[src/rtl/csr_pkg.sv]
// Shared encodings for the CSR read-modify-write sequencer: op codes, FSM states,
// read-only region marker and response ids.
package csr_pkg;
  localparam logic [1:0] CSR_OP_RD = 2'b00;
  localparam logic [1:0] CSR_OP_RW = 2'b01;
  localparam logic [1:0] CSR_OP_RS = 2'b10;
  localparam logic [1:0] CSR_OP_RC = 2'b11;

  localparam logic [1:0] CSR_RO_REGION = 2'b11;

  localparam logic RESP_ID_PIPE = 1'b0;
  localparam logic RESP_ID_TRAP = 1'b1;

  typedef enum logic [1:0] {S_IDLE, S_READ, S_WRITE, S_RESP} csr_state_e;

  // RW always writes; RS/RC write only when the operand register is not x0
  function automatic logic csr_wr_attempt(input logic [1:0] op, input logic nowr);
    return (op == CSR_OP_RW) || ((op != CSR_OP_RD) && !nowr);
  endfunction
endpackage

[src/rtl/csr_arb_prio.sv]
// Two-way arbiter: trap requester has priority, but a pipeline request held across
// STARVE_LIMIT consecutive trap grants wins the next grant.
module csr_arb_prio
  import csr_pkg::*;
#(
  parameter int STARVE_LIMIT = 4
) (
  input  logic       clk,
  input  logic       rst_n,
  input  logic       p_valid,
  input  logic       t_valid,
  input  logic       grant_en,
  output logic [1:0] grant
);
  localparam int CNT_W = $clog2(STARVE_LIMIT + 1);

  logic [CNT_W-1:0] cnt_q, cnt_d;
  logic             force_p;

  always_comb begin
    force_p = p_valid && (cnt_q == CNT_W'(STARVE_LIMIT));
    grant   = '0;
    if (grant_en) begin
      if (t_valid && !force_p) grant[RESP_ID_TRAP] = 1'b1;
      else if (p_valid)        grant[RESP_ID_PIPE] = 1'b1;
    end
    // only trap grants that leave a pipeline request waiting advance the count
    cnt_d = cnt_q;
    if (grant[RESP_ID_PIPE] || (grant[RESP_ID_TRAP] && !p_valid)) cnt_d = '0;
    else if (grant[RESP_ID_TRAP])                                   cnt_d = cnt_q + CNT_W'(1);
  end

  always_ff @(posedge clk or negedge rst_n) begin
    if (!rst_n) cnt_q <= '0;
    else        cnt_q <= cnt_d;
  end
endmodule

[src/rtl/csr_access_ctrl.sv]
// Sequences one CSRRW/CSRRS/CSRRC at a time onto a single-port, 1-cycle-read CSR array,
// arbitrating between the pipeline and the trap unit.
module csr_access_ctrl
  import csr_pkg::*;
#(
  parameter int ADDR_W       = 12,
  parameter int DATA_W       = 32,
  parameter int STARVE_LIMIT = 4
) (
  input  logic              clk,
  input  logic              rst_n,
  input  logic              p_valid,
  output logic              p_ready,
  input  logic [1:0]        p_op,
  input  logic [ADDR_W-1:0] p_addr,
  input  logic [DATA_W-1:0] p_wdata,
  input  logic              p_nowr,
  input  logic              t_valid,
  output logic              t_ready,
  input  logic [1:0]        t_op,
  input  logic [ADDR_W-1:0] t_addr,
  input  logic [DATA_W-1:0] t_wdata,
  input  logic              t_nowr,
  output logic              resp_valid,
  input  logic              resp_ready,
  output logic              resp_id,
  output logic [DATA_W-1:0] resp_rdata,
  output logic              resp_illegal,
  output logic [ADDR_W-1:0] csr_rd_addr,
  input  logic [DATA_W-1:0] csr_rd_val,
  output logic              csr_write,
  output logic [ADDR_W-1:0] csr_wr_addr,
  output logic [DATA_W-1:0] csr_wr_val
);
  csr_state_e        state_q, state_d;
  logic [1:0]        op_q, op_d;
  logic [ADDR_W-1:0] addr_q, addr_d, rd_addr_q, rd_addr_d;
  logic [DATA_W-1:0] wdata_q, wdata_d, resp_rdata_q, resp_rdata_d;
  logic              nowr_q, nowr_d, id_q, id_d;
  logic              resp_valid_q, resp_valid_d, resp_id_q, resp_id_d;
  logic              resp_illegal_q, resp_illegal_d;
  logic [1:0]        grant;
  logic              ro, wr_try, we;
  logic [DATA_W-1:0] new_val;

  csr_arb_prio #(.STARVE_LIMIT(STARVE_LIMIT)) u_arb (
    .clk      (clk),
    .rst_n    (rst_n),
    .p_valid  (p_valid),
    .t_valid  (t_valid),
    .grant_en (state_q == S_IDLE),
    .grant    (grant)
  );

  assign p_ready = grant[RESP_ID_PIPE];
  assign t_ready = grant[RESP_ID_TRAP];

  // RMW datapath; csr_rd_val is only meaningful during WRITE
  always_comb begin
    ro     = (addr_q[ADDR_W-1 -: 2] == CSR_RO_REGION);
    wr_try = csr_wr_attempt(op_q, nowr_q);
    we     = wr_try && !ro;
    case (op_q)
      CSR_OP_RW: new_val = wdata_q;
      CSR_OP_RS: new_val = csr_rd_val | wdata_q;
      CSR_OP_RC: new_val = csr_rd_val & ~wdata_q;
      default:   new_val = csr_rd_val;
    endcase
  end

  assign csr_write   = (state_q == S_WRITE) && we;
  assign csr_wr_addr = (state_q == S_WRITE) ? addr_q  : '0;
  assign csr_wr_val  = (state_q == S_WRITE) ? new_val : '0;

  always_comb begin
    state_d        = state_q;
    op_d           = op_q;
    addr_d         = addr_q;
    wdata_d        = wdata_q;
    nowr_d         = nowr_q;
    id_d           = id_q;
    rd_addr_d      = rd_addr_q;
    resp_valid_d   = resp_valid_q;
    resp_id_d      = resp_id_q;
    resp_rdata_d   = resp_rdata_q;
    resp_illegal_d = resp_illegal_q;
    case (state_q)
      S_IDLE: if (grant != 2'b00) begin
        id_d      = grant[RESP_ID_TRAP];
        op_d      = id_d ? t_op    : p_op;
        addr_d    = id_d ? t_addr  : p_addr;
        wdata_d   = id_d ? t_wdata : p_wdata;
        nowr_d    = id_d ? t_nowr  : p_nowr;
        rd_addr_d = addr_d;
        state_d   = S_READ;
      end
      S_READ: state_d = S_WRITE;
      S_WRITE: begin
        resp_rdata_d   = csr_rd_val;
        resp_illegal_d = wr_try && ro;
        resp_id_d      = id_q;
        resp_valid_d   = 1'b1;
        state_d        = S_RESP;
      end
      S_RESP: if (resp_ready) begin
        resp_valid_d = 1'b0;
        state_d      = S_IDLE;
      end
      default: state_d = S_IDLE;
    endcase
  end

  always_ff @(posedge clk or negedge rst_n) begin
    if (!rst_n) begin
      state_q        <= S_IDLE;
      op_q           <= CSR_OP_RD;
      addr_q         <= '0;
      wdata_q        <= '0;
      nowr_q         <= 1'b0;
      id_q           <= RESP_ID_PIPE;
      rd_addr_q      <= '0;
      resp_valid_q   <= 1'b0;
      resp_id_q      <= RESP_ID_PIPE;
      resp_rdata_q   <= '0;
      resp_illegal_q <= 1'b0;
    end else begin
      state_q        <= state_d;
      op_q           <= op_d;
      addr_q         <= addr_d;
      wdata_q        <= wdata_d;
      nowr_q         <= nowr_d;
      id_q           <= id_d;
      rd_addr_q      <= rd_addr_d;
      resp_valid_q   <= resp_valid_d;
      resp_id_q      <= resp_id_d;
      resp_rdata_q   <= resp_rdata_d;
      resp_illegal_q <= resp_illegal_d;
    end
  end

  assign csr_rd_addr  = rd_addr_q;
  assign resp_valid   = resp_valid_q;
  assign resp_id      = resp_id_q;
  assign resp_rdata   = resp_rdata_q;
  assign resp_illegal = resp_illegal_q;
endmodule
[config.mk]
export PLATFORM = sky130hd
export DESIGN_NAME = csr_access_ctrl
export DESIGN_NICKNAME = d
export VERILOG_FILES = /design/src/rtl/csr_pkg.sv /design/src/rtl/csr_arb_prio.sv /design/src/rtl/csr_access_ctrl.sv
export SDC_FILE = /design/constraint.sdc
export NUM_CORES = 1
export LEC_CHECK = 0
export CORE_ASPECT_RATIO = 0.6
export CORE_MARGIN = 3
export CORE_UTILIZATION = 30
export CTS_BUF_LIST = sky130_fd_sc_hd__clkbuf_4 sky130_fd_sc_hd__clkbuf_8
export CTS_CLUSTER_SIZE = 25
export DETAILED_ROUTE_END_ITERATION = 6
export SYNTH_ARGS = -nofsm -noshare
export SYNTH_HDL_FRONTEND = slang
export SYNTH_SLANG_ARGS = --single-unit
[constraint.sdc]
create_clock -name clk -period 2.1 [get_ports clk]
set_input_delay 0.315 -clock clk [delete_from_list [all_inputs] [get_ports clk]]
set_output_delay 0.315 -clock clk [all_outputs]
set_load 0.01 [all_outputs]
==> results.txt <==
status: finished with violations
failing checks: negative setup slack
area delta synth->final: 69.5%
CTS sink cnt: 88
crit path DAT: 1790 ps
residual DRC count: 0
layout cells sized above 1: 24.9%
Setup WS pre-CTS: -69.3 ps
worst vdd ir: 0.587 mV
pwr/cell area: 1500 nW/um2
initial core utilization: 31.2%
H-tree lvl count: 3
Num CTS Buffers: 9
syn nets: 567
remaining antenna violation count after routing: 0
routed length on met2: 7940 um
number of synthesized register bits: 88
number of global-route vias before repair: 4691
Final min period: 2110 ps
Crit Path Class: reg2out
met1 wire length: 8570 um
Final Util: 52.9%
post-DP HPWL: 11600 um
Avg WL per Cell: 20.4 um
post-synthesis sequential area ratio: 48.0%
first-pass GRT wire length: 27500 um
GRT Resource Usage Total: 20.8%
pin count of the biggest net entering global routing: 49
max_cap viols: 0
dpl cells: 838
top layer in use: met4
Clk pin slew, worst setup/hold paths: 100 ps
Max Buffers Root-to-Sink: 2
gr ovfl total: 0
final wirelength: 17900 um
post-synth top area share: 48.0%
Ports: 225
r2r worst-path depth: 7
Worst Path Max Fanout: 6
Root Driver: clkbuf_8
commonest non-fill, non-tap cell in the layout: clkdlybuf4s50_1
Met3 Wirelength: 1190 um
Cell Count, Final, Fillers Out: 876
Nets: 810
Syn Inst Count: 430
DRT Pass-1 Iters: 4
fmax: 475 MHz
post-detailed-route via-to-cell ratio: 5.03
CORE AREA: 14700 um2
Worst Path Required: 1780 ps
Synth area leaders: dfrtp_1 (48%), a221o_1 (10%), mux2_2 (8.6%)
synthesized area: 4590 um2
Skew-Pair Late Insertion Delay: 360 ps
CTS tree: yes
Critical Path Sink Type: output port
via count: 4405
final worst-path cycle share: 100%
Worst setup SP type: register
Die H: 102 um
final setup fails: 2
Post-Route Skew: 5.28 ps
DIE AREA: 16900 um2
initial detailed-routing violation count: 220
Antenna diodes: 0
Min-Delay Path Class: in2async
overall die width: 166 um
Syn. warnings: 0
number of buffers added on ports: 224
final-report max-slew violation count: 0
slew at the pin closest to its max-slew limit: 467 ps
final hold vios: 0
row cnt: 34
hold slack final: 408 ps
leak pwr: 3.29 nW
most frequent cells in the layout: clkdlybuf4s50_1 (176), dfrtp_1 (85), a221o_1 (47)
worst setup margin: -6.01 ps
GP Congestion: 0.807
Rel. slew slack: 68.9%
Distinct cells, synth: 29
initial antenna violation count: 0
post-synth top area cell: dfrtp_1
RSZ-0062 raised after global routing: true
mean area per synthesized cell: 10.7 um2
cells in the mapped netlist:
cell type and n:
a22o_1 1, nand2_1 37, nand2b_1 1, xor2_2 1, mux2_2 35, ha_1 6, a21boi_1 11, o22ai_1 2
clkbuf_1 16, and3_1 1, nor2_1 4, a221o_1 47, and2_1 19, buf_2 13, o21ai_1 1, a21boi_0 21
a41o_1 1, a21oi_1 3, inv_1 6, a21o_1 1, mux2i_1 1, dfrtp_1 88, buf_4 5, and2_0 40
a31oi_2 1, a32o_1 1, nor2b_1 34, and4_1 1, o21ai_0 32
sequential cells by signal, indices dropped and copies added (netlist names):
signal        flops
nowr_q            1
u_arb.cnt_q       3
resp_valid        1
state_q           2
resp_illegal      1
wdata_q          32
id_q              1
op_q              2
resp_id           1
csr_rd_addr      12
resp_rdata       32
kinds of logic (layout without fill, tap and decap cells):
family	count (synthesis)	count (layout)	synth area share (%)
buffers and inverters	40	288	4.03
XOR/XNOR	1	1	0.354
flip-flops	88	88	48.0
multiplexers	36	36	8.80
adder cells (fa/ha/maj)	6	6	1.63
AND/OR/NAND/NOR	137	137	16.5
AO/OA/AOI/OAI	122	122	20.7
area by class of cell:
type | count | area [um2]
inverter | 6 | 26.3
sequential | 88 | 2210
tap | 198 | 248
multi-input combinational | 302 | 2400
clock buffer | 12 | 165
timing repair buffer | 266 | 2660
fill | 1331 | 6940
clock inverter | 4 | 75.1
power by group:
part | internal (W) | switching [W]
sequential | 0.00253 | 0.000609
combinational | 0.00402 | 0.00312
clock | 0.000769 | 0.000651
routing by layer:
metal,up-vias,track usage (%)
met1,2214,29.6
li1,2021,-
met3,16,6.80
met5,-,0
met4,0,4.09
met2,154,31.4
critical path, cell delays in order (launching register included):
cell and delay, ps:
dfrtp_2 430, buf_6 120, clkinvlp_4 110, buf_4 160, buf_12 130, buf_4 140, o21ai_4 120, a21boi_2 70
buf_2 140
worst paths after layout:
kind | end | startpoint | slack, ps
max in group asynchronous | wdata_q[12]$_DFFE_PN0P_ | rst_n | 970
min in group clk | id_q$_DFFE_PN0P_ | id_q$_DFFE_PN0P_ | 490
worst max register to register | op_q[1]$_DFFE_PN0P_ | state_q[0]$_DFFE_PN0P_ | 280
worst min register to register | id_q$_DFFE_PN0P_ | id_q$_DFFE_PN0P_ | 490
worst min-delay path | resp_rdata[1]$_DFFE_PN0P_ | rst_n | 410
worst max-delay path | csr_wr_val[8] | op_q[0]$_DFFE_PN0P_ | -6
through the flow:
| stage | setup TNS [ps] | total power (W) | cell area, um2 |
|---|---|---|---|
| after floorplan | 0 | 0.00607 | 4590 |
| after global placement | -235 | 0.00909 | 7200 |
| after detailed placement | -180 | 0.00917 | 7200 |
| after CTS | -2770 | 0.0116 | 7710 |
| after global routing | -1210 | 0.0124 | 7780 |
| final | -10.4 | 0.0117 | 7780 |
what timing repair did:
| item | CTS | global route |
|---|---|---|
| hold buffers | 1 | 0 |
| gates resized for setup | 169 | 86 |
| endpoints found under the hold margin | 26 | 0 |
| setup buffers | 10 | 6 |
| gates cloned | 7 | 0 |
| pin swaps | 4 | 29 |
| endpoints found under the setup margin | 47 | 87 |
Note: power is estimated with default switching activity, not from simulation.
